File: src/rtl/fir_tap_sequencer.sv
// Sequences one FIR output per accepted sample: TAPS MAC cycles over a circular delay line, then a held result.
// Define FIR_TAP_SEQUENCER_SAT_EN to get Q15-scaled, saturated out_y instead of the raw accumulator.
module fir_tap_sequencer #(
  parameter int TAPS = 64,
  parameter int DW   = 16,
  parameter int AW   = 6
) (
  input  logic              clk,
  input  logic              rst,
  input  logic              in_valid,
  output logic              in_ready,
  input  logic [DW-1:0]     in_sample,
  input  logic              coef_we,
  input  logic [AW-1:0]     coef_addr,
  input  logic [DW-1:0]     coef_wdata,
  output logic [DW-1:0]     mac_x,
  output logic [DW-1:0]     mac_coeff,
  output logic              mac_en,
  output logic              mac_clr,
  input  logic [2*DW-1:0]   mac_acc,
  output logic              out_valid,
  input  logic              out_ready,
  output logic [2*DW-1:0]   out_y
);

  typedef enum logic [1:0] {IDLE, RUN, WAIT, OUT} state_t;

  state_t          state;
  logic [AW-1:0]   k;
  logic [AW-1:0]   wp;
  logic [AW-1:0]   x_idx;
  logic [DW-1:0]   delay [TAPS];
  logic [DW-1:0]   coef  [TAPS];
  logic [2*DW-1:0] y_next;

  localparam logic [AW-1:0] LAST_TAP = AW'(TAPS - 1);

  // wp already points past the newest sample once RUN begins
  assign x_idx    = wp - AW'(1) - k;
  assign in_ready = (state == IDLE);

  always_comb begin
    mac_x     = '0;
    mac_coeff = '0;
    mac_en    = 1'b0;
    mac_clr   = 1'b0;
    if (state == RUN) begin
      mac_x     = delay[x_idx];
      mac_coeff = coef[k];
      mac_en    = 1'b1;
      mac_clr   = (k == '0);
    end
  end

`ifdef FIR_TAP_SEQUENCER_SAT_EN
  localparam logic signed [2*DW-1:0] SAT_MAX = {{(DW+1){1'b0}}, {(DW-1){1'b1}}};
  localparam logic signed [2*DW-1:0] SAT_MIN = {{(DW+1){1'b1}}, {(DW-1){1'b0}}};
  logic signed [2*DW-1:0] acc_sh;

  always_comb begin
    acc_sh = $signed(mac_acc) >>> (DW - 1);
    if (acc_sh > SAT_MAX)
      y_next = SAT_MAX;
    else if (acc_sh < SAT_MIN)
      y_next = SAT_MIN;
    else
      y_next = acc_sh;
  end
`else
  assign y_next = mac_acc;
`endif

  always_ff @(posedge clk) begin
    if (rst) begin
      state     <= IDLE;
      k         <= '0;
      wp        <= '0;
      out_valid <= 1'b0;
      out_y     <= '0;
      for (int unsigned i = 0; i < TAPS; i++) begin
        delay[i] <= '0;
        coef[i]  <= '0;
      end
    end else begin
      case (state)
        IDLE: begin
          if (coef_we)
            coef[coef_addr] <= coef_wdata;
          if (in_valid) begin
            delay[wp] <= in_sample;
            wp        <= (wp == LAST_TAP) ? '0 : wp + AW'(1);
            k         <= '0;
            state     <= RUN;
          end
        end
        RUN: begin
          if (k == LAST_TAP) begin
            k     <= '0;
            state <= WAIT;
          end else begin
            k <= k + AW'(1);
          end
        end
        // mac_acc holds the final sum during this cycle
        WAIT: begin
          out_y     <= y_next;
          out_valid <= 1'b1;
          state     <= OUT;
        end
        OUT: begin
          if (out_ready) begin
            out_valid <= 1'b0;
            state     <= IDLE;
          end
        end
        default: state <= IDLE;
      endcase
    end
  end

endmodule

File: config.mk
export PLATFORM = sky130hd
export DESIGN_NAME = fir_tap_sequencer
export DESIGN_NICKNAME = d
export VERILOG_FILES = /design/src/rtl/fir_tap_sequencer.sv
export SDC_FILE = /design/constraint.sdc
export NUM_CORES = 2
export LEC_CHECK = 0
export CAP_MARGIN = 0
export CORE_MARGIN = 4
export CORE_UTILIZATION = 45
export CTS_BUF_LIST = sky130_fd_sc_hd__clkbuf_16
export CTS_CLUSTER_DIAMETER = 200
export DETAILED_ROUTE_END_ITERATION = 8
export DONT_BUFFER_PORTS = 1
export MAX_ROUTING_LAYER = met4
export PLACE_DENSITY = 0.7
export RECOVER_POWER = 25
export REMOVE_ABC_BUFFERS = 1
export SLEW_MARGIN = 20
export SYNTH_ARGS = -nofsm -noshare
export SYNTH_HDL_FRONTEND = slang
export SYNTH_SLANG_ARGS = --single-unit
export TNS_END_PERCENT = 1
File: constraint.sdc
create_clock -name clk -period 5.4 [get_ports clk]
set_clock_uncertainty 0.05 [all_clocks]
set_input_delay 0.81 -clock clk [delete_from_list [all_inputs] [get_ports clk]]
set_output_delay 0.81 -clock clk [all_outputs]
set_load 0.1 [all_outputs]
# Word level (Yosys, flattened, before mapping)
# Memory sizes are Yosys's and may differ from the RTL's. A register that Yosys moved wholly into a read port is not among the register bits.
# Index checks and enable logic that the tools add are counted.
[classes] addsub=4 mux=32 n_eq_ne=8 reduce_logical=10
[ops] operator="16-bit 2-to-1 mux" count=4
[ops] operator="6-bit 2-to-1 mux" count=7
[ops] operator="16-bit OR reduction" count=2
[ops] operator="1-bit 2-to-1 mux" count=15
[ops] operator="6-bit by 1-bit adder with 6-bit output, second input constant" count=2
[ops] operator="6-bit == test, second input constant" count=2
[ops] operator="6-bit case mux with 2 select lines" count=1
[ops] operator="2-bit case mux with 4 select lines" count=1
[ops] operator="6-bit logical NOT" count=1
[ops] operator="2-bit 2-to-1 mux" count=3
[ops] operator="2-bit AND reduction" count=3
[ops] operator="6-bit by 1-bit subtractor with 6-bit output, second input constant" count=1
[ops] operator="6-bit subtractor" count=1
[ops] operator="2-bit == test, second input constant" count=2
[ops] operator="2-bit != test, second input constant" count=2
[ops] operator="2-bit nonzero test" count=2
[ops] operator="3-bit AND reduction" count=1
[ops] operator="2-bit by 1-bit == test with 1-bit output, second input constant" count=1
[ops] operator="2-bit logical NOT" count=1
[ops] operator="2-bit by 1-bit != test with 1-bit output, second input constant" count=1
[ops] operator="1-bit case mux with 2 select lines" count=1
[totals] mem_count=2 out_inout_bits=68 ramBits=2048 word_cells=61 inputBits=75 register_bits=47
[memory_table] name="coef" words=64 word_bits=16 rd=1 rd_ports_with_merged_regs=1 wr=64 line_no="33" rtl="logic [DW-1:0] coef [TAPS];"
[memory_table] name="delay" words=64 word_bits=16 rd=1 rd_ports_with_merged_regs=0 wr=64 line_no="32" rtl="logic [DW-1:0] delay [TAPS];"

# Logic depth before layout (Yosys ltp)
[depth] depth_word=6 depth_mapped=12 ltp_nobuf=9

# Worst setup path after synthesis
# No wires, ideal clock.
[synth_path] kind="register to output" startpoint="register state[1]" endpoint="output mac_coeff[10]" arrival_time_ns=3.992 setup_slack_ns=0.548 n_path_buf=1 required_ns=4.540 stages_incl_launch_ff=6 path_cell_list="dfxtp_1 inv_1 ha_1 nand2_1 clkbuf_1 o21ai_0"
[synth_between] elab_chain_len=2
[synth_lines] element="start: declaration" line_no="28" rtl="state_t state;"
[synth_lines] element="start signal: assignment" line_no="75" rtl="state <= IDLE;"
[synth_lines] element="start signal: assignment" line_no="93" rtl="state <= RUN;"
[synth_lines] element="start signal: assignment" line_no="99" rtl="state <= WAIT;"
[synth_lines] element="2-bit by 1-bit == test with 1-bit output" line_no="47" rtl="if (state == RUN) begin"
[synth_lines] element="16-bit 2-to-1 mux" line_no="47"
[synth_lines] element="end: declaration" line_no="17" rtl="output logic [DW-1:0] mac_coeff,"
# Every way passes these cells.

# Worst setup path after layout
[layout_path] startpoint="register k[0]" endpoint="output mac_x[2]"
[layout_between] elab_chain_len=3
[layout_lines] element="start: declaration" line_no="29" rtl="logic [AW-1:0] k;"
[layout_lines] element="start signal: assignment" line_no="101" rtl="k <= k + AW'(1);"
[layout_lines] element="6-bit subtractor" line_no="39" rtl="assign x_idx = wp - AW'(1) - k;"
[layout_lines] element="memory 64 x 16 bit"
[layout_lines] element="16-bit 2-to-1 mux" line_no="47"
[layout_lines] element="end: declaration" line_no="16" rtl="output logic [DW-1:0] mac_x,"
# Every way passes these cells.

==> impl_metrics.env <==
export IMPL_status="finished with violations"
export IMPL_violations="capacitance limit, slew limit, setup timing"
export IMPL_yosysMostFrequentCell="and2_1"
export IMPL_p_leak_nw=37.38
export IMPL_initial_core_util_pct=45.30
export IMPL_yosys_area_share_adder_pct=0.1897
export IMPL_gp_congestion=0.8514
export IMPL_grt_pass1_vias=53871
export IMPL_max_slew_margin_pct=-43.15
export IMPL_ctsHtreeMaxLevel=4
export IMPL_synth_xor_area_share_pct=0.1274
export IMPL_worstPathCellList="inv_4 > ha_4 > fa_4 > buf_12 > buf_12 > mux4_2 > mux2i_4 > a211oi_1 > o21ai_1 > nand4_1 > buf_12"
export IMPL_start_kind="flop"
export IMPL_synthCells=6217
export IMPL_path_max_fanout=5
export IMPL_maxSlewViolCount=35
export IMPL_startpoint="k[0]"
export IMPL_cts_sinks=2101
export IMPL_ys_warn_count=0
export IMPL_worst_slack_ns=-0.01311
export IMPL_vias=53539
export IMPL_synth_seq_cells=2101
export IMPL_yosys_most_used_dff="edfxtp_1"
export IMPL_avgSynthCellArea_um2=15.49
export IMPL_portBuffers=0
export IMPL_fillers=17216
export IMPL_io_pins=143
export IMPL_layout_drive_gt1_share_pct=20.57
export IMPL_synthArstFlopShare_pct=0
export IMPL_antenna_found_initial=8
export IMPL_period_needed_ns=5.413
export IMPL_final_hold_viol_count=0
export IMPL_synth_distinct_cells=54
export IMPL_min_path_type="in -> reg"
export IMPL_rsz0062_at_grt="yes"
export IMPL_crit_required_ns=4.54
export IMPL_setup_viol=2
export IMPL_clk_pin_slew_ns=0.06
export IMPL_crit_top_cell="buf_12"
export IMPL_layout_worst_path_cycle_share_pct=100.2
export IMPL_place_hpwl_mm=148.6
export IMPL_dpl_cell_count=8730
export IMPL_r2r_start="state[0]"
export IMPL_cpLargestDelayFamily="adder cells"
export IMPL_final_area_um2=107700
export IMPL_rrSetupSlack_ns=0.86
export IMPL_r2r_end="delay[39][5]"
export IMPL_worstSkewPairLatency_ns=0.85
export IMPL_clockBufferDepth=3
export IMPL_synth_area_mux_share_pct=14.75
export IMPL_row_count=169
export IMPL_grt_ovfl_total=0
export IMPL_yosysTopAreaCell="edfxtp_1"
export IMPL_dr_pass1_iters=5
export IMPL_dr_first_iter_drc_count=6448
export IMPL_grt_first_pass_wirelength_mm=374.8
export IMPL_ir_drop_uv=976.3
export IMPL_post_drt_wl_per_cell_um=27.83
export IMPL_worst_pin_slew_ns=2.147
export IMPL_die_y_um=470.5
export IMPL_chipWidth_um=470.5
export IMPL_layoutNonFillerInstCount=9182
export IMPL_cts_root_buffer="clkbuf_16"
export IMPL_grt_use_total_pct=23.49
export IMPL_p_total_mw=47.56
export IMPL_final_nets=6257
export IMPL_synth_area_leaders="edfxtp_1, and2_1, mux4_2, mux2i_1, clkbuf_1"
export IMPL_dieArea_um2=221400
export IMPL_drv_cap=1
export IMPL_criticalPathCategory="reg -> out"
export IMPL_critPathSlowestCell="fa_4"
export IMPL_critical_path_cell_count=11
export IMPL_synth_yosys_seq_area_share_pct=64.98
export IMPL_grt_max_degree=175
export IMPL_via_per_inst=5.831
export IMPL_power_density_nw_per_um2=441.6
export IMPL_ant_nets=0
export IMPL_yosys_area_share_simple_pct=16.10
export IMPL_synth_top_family_by_area="simple AND/OR/NAND/NOR gates"
export IMPL_cts_tree="built"
export IMPL_routed_wirelength_mm=255.5
export IMPL_crit_buf_inv=4
export IMPL_place_area_um2=100100
export IMPL_syn_area_um2=96280
export IMPL_rr_worst_depth=8
export IMPL_holdWs_ns=0.06386
export IMPL_worstPathArrival_ns=4.55
export IMPL_core_area_um2=212500
export IMPL_cts_buffers=209
export IMPL_drc_errors=0
export IMPL_endpoint_kind="primary output"
export IMPL_synth_edf_count=2048
export IMPL_fmax_ghz=0.1847
export IMPL_synthTopCellsByCount="and2_1, edfxtp_1, mux4_2"
export IMPL_synth_compound_area_share_pct=1.342
export IMPL_area_growth_syn_to_layout_pct=11.87
export IMPL_critPathCapture="mac_x[2]"
export IMPL_yosysTopAreaCellShare_pct=63.88
export IMPL_max_stage_delay_ns=0.81
[registers in the layout, indices dropped and copies added, names as in the netlist, named ones only]
register / flops
state: 2
coef: 1024
delay: 1024
out_valid: 1
out_y: 32
k: 6
wp: 6
[metal layers]
metal  vias up  global-route usage [%]  routed length, µm
li1      22718                       -                  -
met1     27739                   30.90              98670
met2      2597                   37.34             124500
met3       485                   4.821              23700
met4         0                   6.619               8633
met5         -                       -                  0
[metrics by stage]
stage | setup WS [ns] | TNS, ns | utilization [%]
finish | -0.01311 | -0.02483 | 50.68
global route | -0.04525 | -0.4106 | 50.68
CTS | -0.03006 | -0.1495 | 50.75
detailed placement | 0.2302 | 0 | 47.11
global placement | 0.2373 | 0 | 47.10
floorplan | -9.403 | -253.41 | -
[cells in the final DEF, fill, tap and decap left out, types with 69 or more instances in the layout]
| cell | n |
|---|---|
| or2_2 | 130 |
| edfxtp_1 | 2048 |
| clkbuf_16 | 215 |
| mux4_2 | 544 |
| and2_1 | 1565 |
| nor2_1 | 179 |
| clkbuf_1 | 69 |
| mux2i_1 | 144 |
| and2_0 | 502 |
| buf_4 | 154 |
[final cells by class]
class | count | area (µm²) | share of cell area, %
clock buffers | 215 | 5380 | 4.995
repair buffers | 313 | 3058 | 2.839
well taps | 2821 | 3530 | 3.277
clock inverters | 177 | 1244 | 1.155
multi-input cells | 3533 | 31850 | 29.57
diodes | 12 | 30.03 | 0.02788
flip-flops and latches | 2101 | 62570 | 58.10
inverters | 10 | 40.04 | 0.03718
[worst min path at each step]
stage / start / end / slack (ns) / cells after the start
finish: mac_acc[29] / out_y[29] / 0.06 / 2
global route: rst / out_y[29] / 0.03 / 1
CTS: rst / out_y[29] / 0.001 / 1
detailed placement: k[2] / flop / 0.52 / 2
global placement: state[1] / state[1] / 0.49 / 2
floorplan: k[1] / flop / 0.46 / 2
[kinds of logic (layout without fill, tap and decap cells)]
family,Yosys count,in the layout
XOR/XNOR,14,14
AO/OA/AOI/OAI,193,193
AND/OR/NAND/NOR,2577,2577
buffers and inverters,583,715
other,0,12
flip-flops,2101,2101
multiplexers,735,735
adder cells (fa/ha/maj),14,14
[timing repair]
action / CTS / global route
pin swaps: 17 / 16
setup buffers: 16 / 1
endpoints found under the hold margin: 25 / 0
hold buffers: 25 / 0
setup endpoints to repair: 16 / 16
gates cloned: 8 / 0
gates resized for setup: 95 / 14
[power breakdown]
group | switching (mW) | internal [mW] | leakage, nW | total (mW)
Sequential | 0.667 | 18.6 | 21.1 | 19.2
Combinational | 7.73 | 6.49 | 12.8 | 14.2
Clock | 6.39 | 7.71 | 3.44 | 14.1
Power figures use the tool's default switching activity.
